--- src/rtl/lock_input_conditioner_pkg.sv ---
// Shared definitions for the lock input conditioner and the lock controller
// that consumes its sw_pulse vector.
//   N_CH            number of operator switch channels
//   CH_*            bit index of each switch inside raw_sw / sw_level / sw_pulse
//   CONFLICT_PAIRS  masks of channel pairs whose simultaneous rising pulses
//                   contradict each other and are both dropped
//   pair_hit()      true when every channel of a pair mask pulses together
package lock_input_conditioner_pkg;

  localparam int N_CH = 6;

  localparam int CH_INC        = 0;
  localparam int CH_DEC        = 1;
  localparam int CH_INNER_DOOR = 2;
  localparam int CH_OUTER_DOOR = 3;
  localparam int CH_OUTER_ARR  = 4;
  localparam int CH_INNER_ARR  = 5;

  typedef logic [N_CH-1:0] ch_vec_t;

  // Fill vs drain, and the two gondola arrival sensors.
  localparam ch_vec_t PAIR_A_MASK = ch_vec_t'((1 << CH_INC) | (1 << CH_DEC));
  localparam ch_vec_t PAIR_B_MASK = ch_vec_t'((1 << CH_OUTER_ARR) | (1 << CH_INNER_ARR));

  localparam int N_PAIRS = 2;
  localparam logic [N_PAIRS-1:0][N_CH-1:0] CONFLICT_PAIRS = {PAIR_B_MASK, PAIR_A_MASK};

  function automatic logic pair_hit(input ch_vec_t rp, input ch_vec_t mask);
    return (rp & mask) == mask;
  endfunction

endpackage

--- src/rtl/lock_input_conditioner_if.sv ---
// Signal bundle between the operator switch panel side and the conditioner.
//   raw_sw         raw asynchronous switches (panel -> conditioner)
//   sw_level       debounced level per channel
//   sw_pulse       one-cycle pulse per accepted rising edge, conflict filtered
//   tick           one-cycle time-base pulse
//   conflict       one-cycle pulse when a contradictory pair was suppressed
//   conflict_seen  sticky conflict flag, cleared only by reset
// Handshake: there is no valid/ready; every output is either a level that is
// valid every cycle or a single-cycle pulse that the consumer must sample on
// the clock edge it is high, with no backpressure possible.
interface lock_input_conditioner_if;
  import lock_input_conditioner_pkg::*;

  ch_vec_t raw_sw;
  ch_vec_t sw_level;
  ch_vec_t sw_pulse;
  logic    tick;
  logic    conflict;
  logic    conflict_seen;

  modport master (
    output raw_sw,
    input  sw_level, sw_pulse, tick, conflict, conflict_seen
  );

  modport slave (
    input  raw_sw,
    output sw_level, sw_pulse, tick, conflict, conflict_seen
  );

endinterface

--- src/rtl/lock_input_conditioner_debounce_channel.sv ---
// One switch channel: two-flop synchroniser, debounce counter and stable level.
//   clk    system clock
//   reset  asynchronous active-low reset
//   raw    raw asynchronous switch input
//   level  debounced stable level (registered)
//   rise   combinational: high in the cycle whose closing edge moves level 0->1,
//          so a registered consumer sees its pulse together with the new level
module debounce_channel #(
  parameter int DEBOUNCE_CYCLES = 16
) (
  input  logic clk,
  input  logic reset,
  input  logic raw,
  output logic level,
  output logic rise
);

  localparam int CW = (DEBOUNCE_CYCLES > 1) ? $clog2(DEBOUNCE_CYCLES) : 1;
  localparam logic [CW-1:0] CNT_LAST = CW'(DEBOUNCE_CYCLES - 1);

  logic          sync_q1;
  logic          sync_q2;
  logic [CW-1:0] cnt_q;
  logic          accept;

  // The synchronised input has disagreed with level for the full window.
  assign accept = (sync_q2 != level) && (cnt_q == CNT_LAST);
  assign rise   = accept & sync_q2;

  always_ff @(posedge clk or negedge reset) begin
    if (!reset) begin
      sync_q1 <= 1'b0;
      sync_q2 <= 1'b0;
      cnt_q   <= '0;
      level   <= 1'b0;
    end else begin
      sync_q1 <= raw;
      sync_q2 <= sync_q1;
      if (sync_q2 == level) begin
        // Any agreement restarts qualification, discarding short glitches.
        cnt_q <= '0;
      end else if (accept) begin
        level <= sync_q2;
        cnt_q <= '0;
      end else begin
        cnt_q <= cnt_q + 1'b1;
      end
    end
  end

endmodule

--- src/rtl/lock_input_conditioner.sv ---
// Front end of the canal lock controller. Debounces the six operator
// switches, produces rising-edge pulses with contradictory pairs removed, and
// generates the periodic time-base tick.
//   clk    system clock
//   reset  asynchronous active-low reset
//   bus    lock_input_conditioner_if.slave: raw_sw in; sw_level, sw_pulse,
//          tick, conflict, conflict_seen out
module lock_input_conditioner
  import lock_input_conditioner_pkg::*;
#(
  parameter int DEBOUNCE_CYCLES = 16,
  parameter int TICK_DIV        = 50_000_000
) (
  input logic                     clk,
  input logic                     reset,
  lock_input_conditioner_if.slave bus
);

  localparam int TW = (TICK_DIV > 1) ? $clog2(TICK_DIV) : 1;
  localparam logic [TW-1:0] TICK_LAST = TW'(TICK_DIV - 1);

  ch_vec_t       level_w;
  ch_vec_t       rp;
  ch_vec_t       filt;
  logic          hit;
  ch_vec_t       pulse_q;
  logic          conflict_q;
  logic          seen_q;
  logic [TW-1:0] tick_cnt_q;
  logic          tick_q;

  for (genvar i = 0; i < N_CH; i++) begin : g_ch
    debounce_channel #(
      .DEBOUNCE_CYCLES(DEBOUNCE_CYCLES)
    ) u_ch (
      .clk   (clk),
      .reset (reset),
      .raw   (bus.raw_sw[i]),
      .level (level_w[i]),
      .rise  (rp[i])
    );
  end

  // Both members of a pair pulsing in the same cycle cancel each other. Two
  // pairs colliding at once still raise a single conflict pulse.
  always_comb begin
    filt = rp;
    hit  = 1'b0;
    for (int p = 0; p < N_PAIRS; p++) begin
      if (pair_hit(rp, CONFLICT_PAIRS[p])) begin
        filt = filt & ~ch_vec_t'(CONFLICT_PAIRS[p]);
        hit  = 1'b1;
      end
    end
  end

  always_ff @(posedge clk or negedge reset) begin
    if (!reset) begin
      pulse_q    <= '0;
      conflict_q <= 1'b0;
      seen_q     <= 1'b0;
    end else begin
      pulse_q    <= filt;
      conflict_q <= hit;
      seen_q     <= seen_q | hit;
    end
  end

  // Free-running divider; tick is registered so it appears the cycle after
  // the counter sits at its last value.
  always_ff @(posedge clk or negedge reset) begin
    if (!reset) begin
      tick_cnt_q <= '0;
      tick_q     <= 1'b0;
    end else begin
      tick_q <= (tick_cnt_q == TICK_LAST);
      if (tick_cnt_q == TICK_LAST) begin
        tick_cnt_q <= '0;
      end else begin
        tick_cnt_q <= tick_cnt_q + 1'b1;
      end
    end
  end

  assign bus.sw_level      = level_w;
  assign bus.sw_pulse      = pulse_q;
  assign bus.conflict      = conflict_q;
  assign bus.conflict_seen = seen_q;
  assign bus.tick          = tick_q;

endmodule

--- src/flat_wrapper.sv ---
// flat-port wrapper written by rule: the top's interface ports become plain ports
module lock_input_conditioner_flat import lock_input_conditioner_pkg::*;
#(
  parameter int DEBOUNCE_CYCLES = 16,
  parameter int TICK_DIV        = 50_000_000
)
  (clk, reset, bus_raw_sw, bus_sw_level, bus_sw_pulse, bus_tick, bus_conflict, bus_conflict_seen);
  lock_input_conditioner_if bus_i ();
  input logic clk;
  input logic reset;
  input wire logic [$bits(bus_i.raw_sw)-1:0] bus_raw_sw;
  output wire logic [$bits(bus_i.sw_level)-1:0] bus_sw_level;
  output wire logic [$bits(bus_i.sw_pulse)-1:0] bus_sw_pulse;
  output wire logic [$bits(bus_i.tick)-1:0] bus_tick;
  output wire logic [$bits(bus_i.conflict)-1:0] bus_conflict;
  output wire logic [$bits(bus_i.conflict_seen)-1:0] bus_conflict_seen;
  assign bus_i.raw_sw = bus_raw_sw;
  assign bus_sw_level = bus_i.sw_level;
  assign bus_sw_pulse = bus_i.sw_pulse;
  assign bus_tick = bus_i.tick;
  assign bus_conflict = bus_i.conflict;
  assign bus_conflict_seen = bus_i.conflict_seen;
  lock_input_conditioner #(.DEBOUNCE_CYCLES(DEBOUNCE_CYCLES), .TICK_DIV(TICK_DIV)) u_core (.clk(clk), .reset(reset), .bus(bus_i));
endmodule
--- config.mk ---
export PLATFORM = sky130hd
export DESIGN_NAME = lock_input_conditioner_flat
export DESIGN_NICKNAME = d
export VERILOG_FILES = /design/src/rtl/lock_input_conditioner_pkg.sv /design/src/rtl/lock_input_conditioner_if.sv /design/src/rtl/lock_input_conditioner_debounce_channel.sv /design/src/rtl/lock_input_conditioner.sv /design/src/flat_wrapper.sv
export SDC_FILE = /design/constraint.sdc
export NUM_CORES = 1
export LEC_CHECK = 0
export ABC_CLOCK_PERIOD_IN_PS = 2000
export BUFFER_PORTS_ARGS = -buffer_cell sky130_fd_sc_hd__clkbuf_2
export CORE_AREA = 2 2 82 84
export CTS_BUF_LIST = sky130_fd_sc_hd__clkbuf_16
export DETAILED_ROUTE_END_ITERATION = 6
export DIE_AREA = 0 0 84 86
export HOLD_SLACK_MARGIN = 0.08
export PLACE_DENSITY = 0.74
export SETUP_SLACK_MARGIN = 0.15
export SLEW_MARGIN = 0
export SYNTH_ARGS = -nofsm -noshare
export SYNTH_HDL_FRONTEND = slang
export SYNTH_HIERARCHICAL = 1
export SYNTH_SLANG_ARGS = --single-unit
export TNS_END_PERCENT = 50
--- constraint.sdc ---
create_clock -name clk -period 2 [get_ports clk]
set_input_delay 0.4 -clock clk [delete_from_list [all_inputs] [get_ports clk]]
set_output_delay 0.4 -clock clk [all_outputs]
set_load 0.005 [all_outputs]
==> impl_metrics.ini, run 1 <==
[status]
status = finished clean

[pwr]
comb_power_share = 0.035
p_int_mw = 2.60
clockPowerShare = 0.467
power.density_nw_per_um2 = 822
cellLeakagePower_nw = 1.81
seqPwrFrac = 0.498
switching_share = 0.209
ir_worst_vdd_mv = 0.553
p_sw_mw = 0.689
finalPower_mw = 3.29

[place]
dp_hpwl_um = 3540
io_buffers = 22
placed_area_um2 = 3550
place.gp.congestion = 0.807

[setup_path]
cpPeakStageDelay_ns = 0.60
crit_family = simple AND/OR/NAND/NOR gates
crit_path_end_kind = register
crit_fanout = 6
crit_required_ns = 2.26
worstSetupPathType = reg -> reg
cpMaxStageDelayCell = or4_4
arrival_ns = 2.12
path_cells = nand4_2 -> or4_4 -> buf_6 -> or4_4 -> a21oi_2
critPathLaunchType = register
crit_top_cell = or4_4
crit_buf_inv = 1

[global_route]
grt_pass1_vias = 2253
antenna_found_initial = 0
overflow = 0
grtUsageTotal = 0.173
grt_pass1_wl_um = 9930
grt_max_degree = 41

[sta]
setup_tns_ns = 0
min_period_over_period = 0.930
slew_violations = 0
maxSlewHeadroom = 0.668
skew_ns = 0.00546
rsz0062_at_grt = true
fmax_ghz = 0.538
hold_violations = 0
hold_ws_ns = 0.175
setup-violations-final = 0
fin_crit_ns = 1.86
worstMarginPinSlew_ns = 0.498

[floorplanning]
dieArea_um2 = 7220
num_rows = 29
start_util = 0.530
fp.dieW_um = 84
io_pins = 23
die_y_um = 86
core_um2 = 6280

[synthesis]
ys_ff_latch = 77
syn-cell-area_um2 = 3330
synth.area.top_cells = dfrtp_1 (58%), xnor2_1 (5.0%), ha_1 (3.0%)
synth_cells = 272
synth_seq_area_share = 0.579
synth_largest_area_cell = dfrtp_1
synth.top_cell.area_share = 0.579
async_flop_share = 1.00
synth_edf_count = 0
synth_fp_nets = 288
avgSynthCellArea_um2 = 12.2
ys_warn_count = 6
synth-main-ff-cell = dfrtp_1
synth_cell_types = 40

[clock_network]
numCtsBuffers = 9
cts_max_path_buffers = 2
clkSinkCount = 77
clock-root-buffer = clkbuf_16
clk_latency_ns = 0.33
clk_pin_slew_ns = 0.06
htree_levels = 3
cts_tree = yes

[finish]
final_area_um2 = 4000
nets = 335
area.growth.synth_to_final_pct = 20.3
fill_cells = 479
layout-drive-gt1-share = 0.284
antenna_cells = 0
seq_area_um2 = 1930
multi_input_area_um2 = 1400

[routing]
final_antenna_net_count = 0
drt-initial-drc-count = 95
via_count = 2236
drcViolationCount = 0
drt-vias-per-instance = 5.58
first_pass_iters = 4
wire_per_inst_um = 14.1
wirelength_um = 5660

[min_path]
min_path_type = in -> reg

[run]
cap_violations = 0
power groups by stage:
stage          registers (mW)  logic [mW]  clock network [mW]
6_report                 1.64       0.117                1.54
5_1_grt                  1.64       0.138                1.65
4_1_cts                  1.64       0.121                1.57
3_5_place_dp             1.67       0.118                   0
3_3_place_gp             1.66       0.115                   0
2_1_floorplan            1.66      0.0654                   0
what timing repair did:
| action | CTS | global route |
|---|---|---|
| buffers inserted | 9 | 4 |
| hold buffers | 1 | 0 |
| endpoints found under the hold margin | 39 | 0 |
| pin swaps | 3 | 6 |
| resized for setup | 9 | 10 |
| setup endpoints to repair | 8 | 15 |
worst reg2reg max path: stages (launching register included):
cell and delay, ns:
dfrtp_1 0.36, nand4_2 0.13, or4_4 0.60, buf_6 0.16, or4_4 0.41, a21oi_2 0.13
stage by stage:
step	std cells	setup slack [ns]	util
after detailed placement	371	0.0686	0.566
after CTS	397	0.126	0.627
after global placement	371	0.142	0.566
after floorplan	272	0.149	-
final	401	0.140	0.638
after global routing	401	0.0880	0.638
cells in the mapped netlist (2+ instances only):
cell type,number
dfrtp_1,77
a21oi_1,19
xnor2_1,19
nor2_1,16
nand2_1,12
nand3_1,11
nor2b_1,11
ha_1,8
nor3b_1,8
o21ai_0,8
xor2_1,8
nand3_2,7
mux2_4,6
or4_1,6
inv_1,5
nand4b_1,5
nor3_1,5
nor3b_2,5
o31ai_1,5
and4_1,4
nand4_1,4
and3_1,3
clkbuf_1,2
nor4_1,2
metal layers:
layer | vias to the layer above | share of wire | global-route usage
met5 | - | 0 | 0
met4 | 0 | 0.014 | 0.0777
met3 | 7 | 0.031 | 0.0520
met2 | 28 | 0.50 | 0.289
met1 | 1129 | 0.45 | 0.208
li1 | 1072 | - | -
layout make-up:
cell class              instances  share of cell area
repair buffers                 41              0.0684
flip-flops and latches         77               0.483
well taps                      77              0.0241
multi-input cells             185               0.349
clock inverters                 7              0.0150
clock buffers                   9              0.0563
inverters                       5             0.00469
cells in the final DEF, fill, tap and decap left out, types with 5 or more instances in the layout:
cell type and count:
nor3_1 5, mux2_4 6, dfrtp_1 72, nor2_1 16
ha_1 8, clkbuf_16 9, buf_4 17, nand3_2 8
nor3b_2 5, dfrtp_2 5, nand4b_1 5, nor2b_1 11
inv_1 8, nand2_1 12, o21ai_0 8, xnor2_1 19
a21oi_1 16, nand3_1 10, nor3b_1 8, clkbuf_2 21
xor2_1 8
final timing paths:
check                           cells past startpoint                                      to  slack (ns)                                   from
worst min register to register                      0   u_core/g_ch[5].u_ch/sync_q2$_DFF_PN0_        0.35  u_core/g_ch[5].u_ch/sync_q1$_DFF_PN0_
max in group asynchronous                           3          u_core/tick_cnt_q[7]$_DFF_PN0_        0.82                                  reset
worst max register to register                      5         u_core/tick_cnt_q[19]$_DFF_PN0_        0.14         u_core/tick_cnt_q[3]$_DFF_PN0_
worst max-delay path                                5         u_core/tick_cnt_q[19]$_DFF_PN0_        0.14         u_core/tick_cnt_q[3]$_DFF_PN0_
min in group asynchronous                           2  u_core/g_ch[1].u_ch/cnt_q[0]$_DFF_PN0_        0.58                                  reset
worst min-delay path                                1   u_core/g_ch[3].u_ch/sync_q1$_DFF_PN0_        0.17                          bus_raw_sw[3]
state kept, by name, indices dropped and copies added, names as in the netlist:
signal and count:
u_core/tick_cnt_q 26, u_core/g_ch.u_ch/cnt_q 24, u_core/bus.sw_pulse 6, u_core/g_ch.u_ch/level 6, u_core/g_ch.u_ch/sync_q1 6, u_core/g_ch.u_ch/sync_q2 6, u_core/bus.conflict 1, u_core/bus.conflict_seen 1
u_core/bus.tick 1
cells by family after synthesis:
logic type      synth area share
simple gates               0.211
flops                      0.579
compound gates            0.0613
xor+xnor                  0.0710
buf+inv                   0.0177
fa+ha+maj                 0.0301
mux                       0.0301
(Power assumes the default switching activity.)
==> run 2: changes to the inputs <==
- REMOVE_ABC_BUFFERS: unset -> 1
==> impl_metrics.ini, run 2 (synthesis gave the netlist of run 1 again) <==
[clock_network]
clk_latency_ns = 0.33
numCtsBuffers = 9
clkSinkCount = 77
cts_max_path_buffers = 2
htree_levels = 3
clock-root-buffer = clkbuf_16
clk_pin_slew_ns = 0.06
cts_tree = yes

[sta]
rsz0062_at_grt = true
hold_violations = 0
skew_ns = 0.00267
worstMarginPinSlew_ns = 0.428
fin_crit_ns = 1.91
min_period_over_period = 0.957
fmax_ghz = 0.522
slew_violations = 0
maxSlewHeadroom = 0.713
setup-violations-final = 0
setup_tns_ns = 0
hold_ws_ns = 0.177

[finish]
fin_util = 0.631
layout-drive-gt1-share = 0.255
area.growth.synth_to_final_pct = 19.1
layout_common_cells = dfrtp_1 (76), clkbuf_2 (21), xnor2_1 (19)
antenna_cells = 0
nets = 332
regMostFlops = u_core/tick_cnt_q
reg.largest.list = u_core/tick_cnt_q: 26 flops, u_core/g_ch.u_ch/cnt_q: 24 flops
fill_cells = 500
final_common_cell = dfrtp_1
largest_register_ffs = 26

[routing]
wire_per_inst_um = 14.4
drt-initial-drc-count = 151
wirelength_um = 5710
drcViolationCount = 0
first_pass_iters = 4
drt-vias-per-instance = 5.55
final_antenna_net_count = 0
via_count = 2210

[floorplanning]
dieArea_um2 = 7220
num_rows = 29
io_pins = 23
fp.dieW_um = 84
core_um2 = 6280
start_util = 0.530
die_y_um = 86

[setup_path]
cpPeakStageDelay_ns = 0.60
critPathLaunchType = register
crit_buf_inv = 0
worstSetupPathType = reg -> reg
crit_family = simple AND/OR/NAND/NOR gates
path_cells = nand3_2 -> or4_4 -> or4_1 -> a21oi_1
crit_fanout = 7
arrival_ns = 2.16
crit_required_ns = 2.24
cpMaxStageDelayCell = or4_4
cp-startpoint = u_core/tick_cnt_q[8]$_DFF_PN0_
timing.rr.start = u_core/tick_cnt_q[8]$_DFF_PN0_
crit_path_end_kind = register

[pwr]
seqPwrFrac = 0.499
power.density_nw_per_um2 = 829
switching_share = 0.208
p_int_mw = 2.60
clockPowerShare = 0.466
p_sw_mw = 0.685
cellLeakagePower_nw = 1.81
comb_power_share = 0.036
ir_worst_vdd_mv = 0.555

[place]
place.gp.congestion = 0.804
io_buffers = 22
dp_hpwl_um = 3630

[global_route]
antenna_found_initial = 0
grtUsageTotal = 0.171
grt_max_degree = 56
grt_pass1_vias = 2199
overflow = 0
grt_pass1_wl_um = 9850

[min_path]
min_path_type = in -> reg
hold_start = bus_raw_sw[4]

[run]
cap_violations = 0

[status]
status = finished clean
## run 2: cell count changes in the layout (fill, tap and decap cells not counted), moves of 2 or more
cell | before | now
or4_4 | 4 | 2
dfrtp_2 | 5 | 1
or4_1 | 3 | 5
buf_4 | 17 | 13
dfrtp_1 | 72 | 76
## run 2: routing by layer
| layer | vias to the layer above | routed length [um] | global-route usage |
|---|---|---|---|
| met4 | 0 | 100 | 0.0924 |
| met1 | 1096 | 2620 | 0.208 |
| li1 | 1071 | - | - |
| met2 | 33 | 2850 | 0.291 |
| met3 | 10 | 143 | 0.0318 |
| met5 | - | 0 | 0 |
## run 2: repair_timing
item                                    4_1_cts  5_1_grt
setup buffers                                 9        1
gates resized for setup                       2       11
hold buffers                                  1        0
hold endpoints to repair                     22        0
pin swaps                                     1        9
endpoints found under the setup margin        7        9
## run 2: final cells by class
type / count / area, um^2 / share of cell area
Clock inverter: 7 / 60.1 / 0.0152
Tap cell: 77 / 96.3 / 0.0243
Timing Repair Buffer: 38 / 255 / 0.0644
Multi-Input combinational cell: 185 / 1380 / 0.348
Sequential cell: 77 / 1930 / 0.486
Inverter: 5 / 18.8 / 0.00473
Clock buffer: 9 / 225 / 0.0568
## run 2: worst register-to-register path, stage by stage, from the launching register on
cell,delay [ns]
dfrtp_1,0.42
nand3_2,0.14
or4_4,0.60
or4_1,0.50
a21oi_1,0.16
## run 2: worst paths after layout
kind / endpoint / slack (ns) / cells after the start
max: u_core/tick_cnt_q[23]$_DFF_PN0_ / 0.09 / 4
min: u_core/g_ch[4].u_ch/sync_q1$_DFF_PN0_ / 0.18 / 1
min reg2reg: u_core/g_ch[5].u_ch/sync_q2$_DFF_PN0_ / 0.34 / 0
max in group asynchronous: u_core/tick_cnt_q[0]$_DFF_PN0_ / 0.91 / 3
min in group asynchronous: u_core/g_ch[0].u_ch/sync_q1$_DFF_PN0_ / 0.51 / 2
max reg2reg: u_core/tick_cnt_q[23]$_DFF_PN0_ / 0.09 / 4
## run 2: through the flow
stage	setup WS (ns)	instance area, um^2	instances	power, mW
after floorplan	0.0130	3290	267	1.72
after detailed placement	0.0813	3550	371	1.78
after CTS	0.149	3920	397	3.33
after global placement	0.152	3550	371	1.78
after global routing	0.0756	3960	398	3.42
final	0.0851	3960	398	3.29
## run 2: power groups by stage
stage	registers [mW]	logic (mW)	clock network, mW
2_1_floorplan	1.66	0.0654	0
3_3_place_gp	1.66	0.115	0
3_5_place_dp	1.67	0.118	0
4_1_cts	1.64	0.122	1.57
5_1_grt	1.64	0.136	1.64
6_report	1.64	0.118	1.53
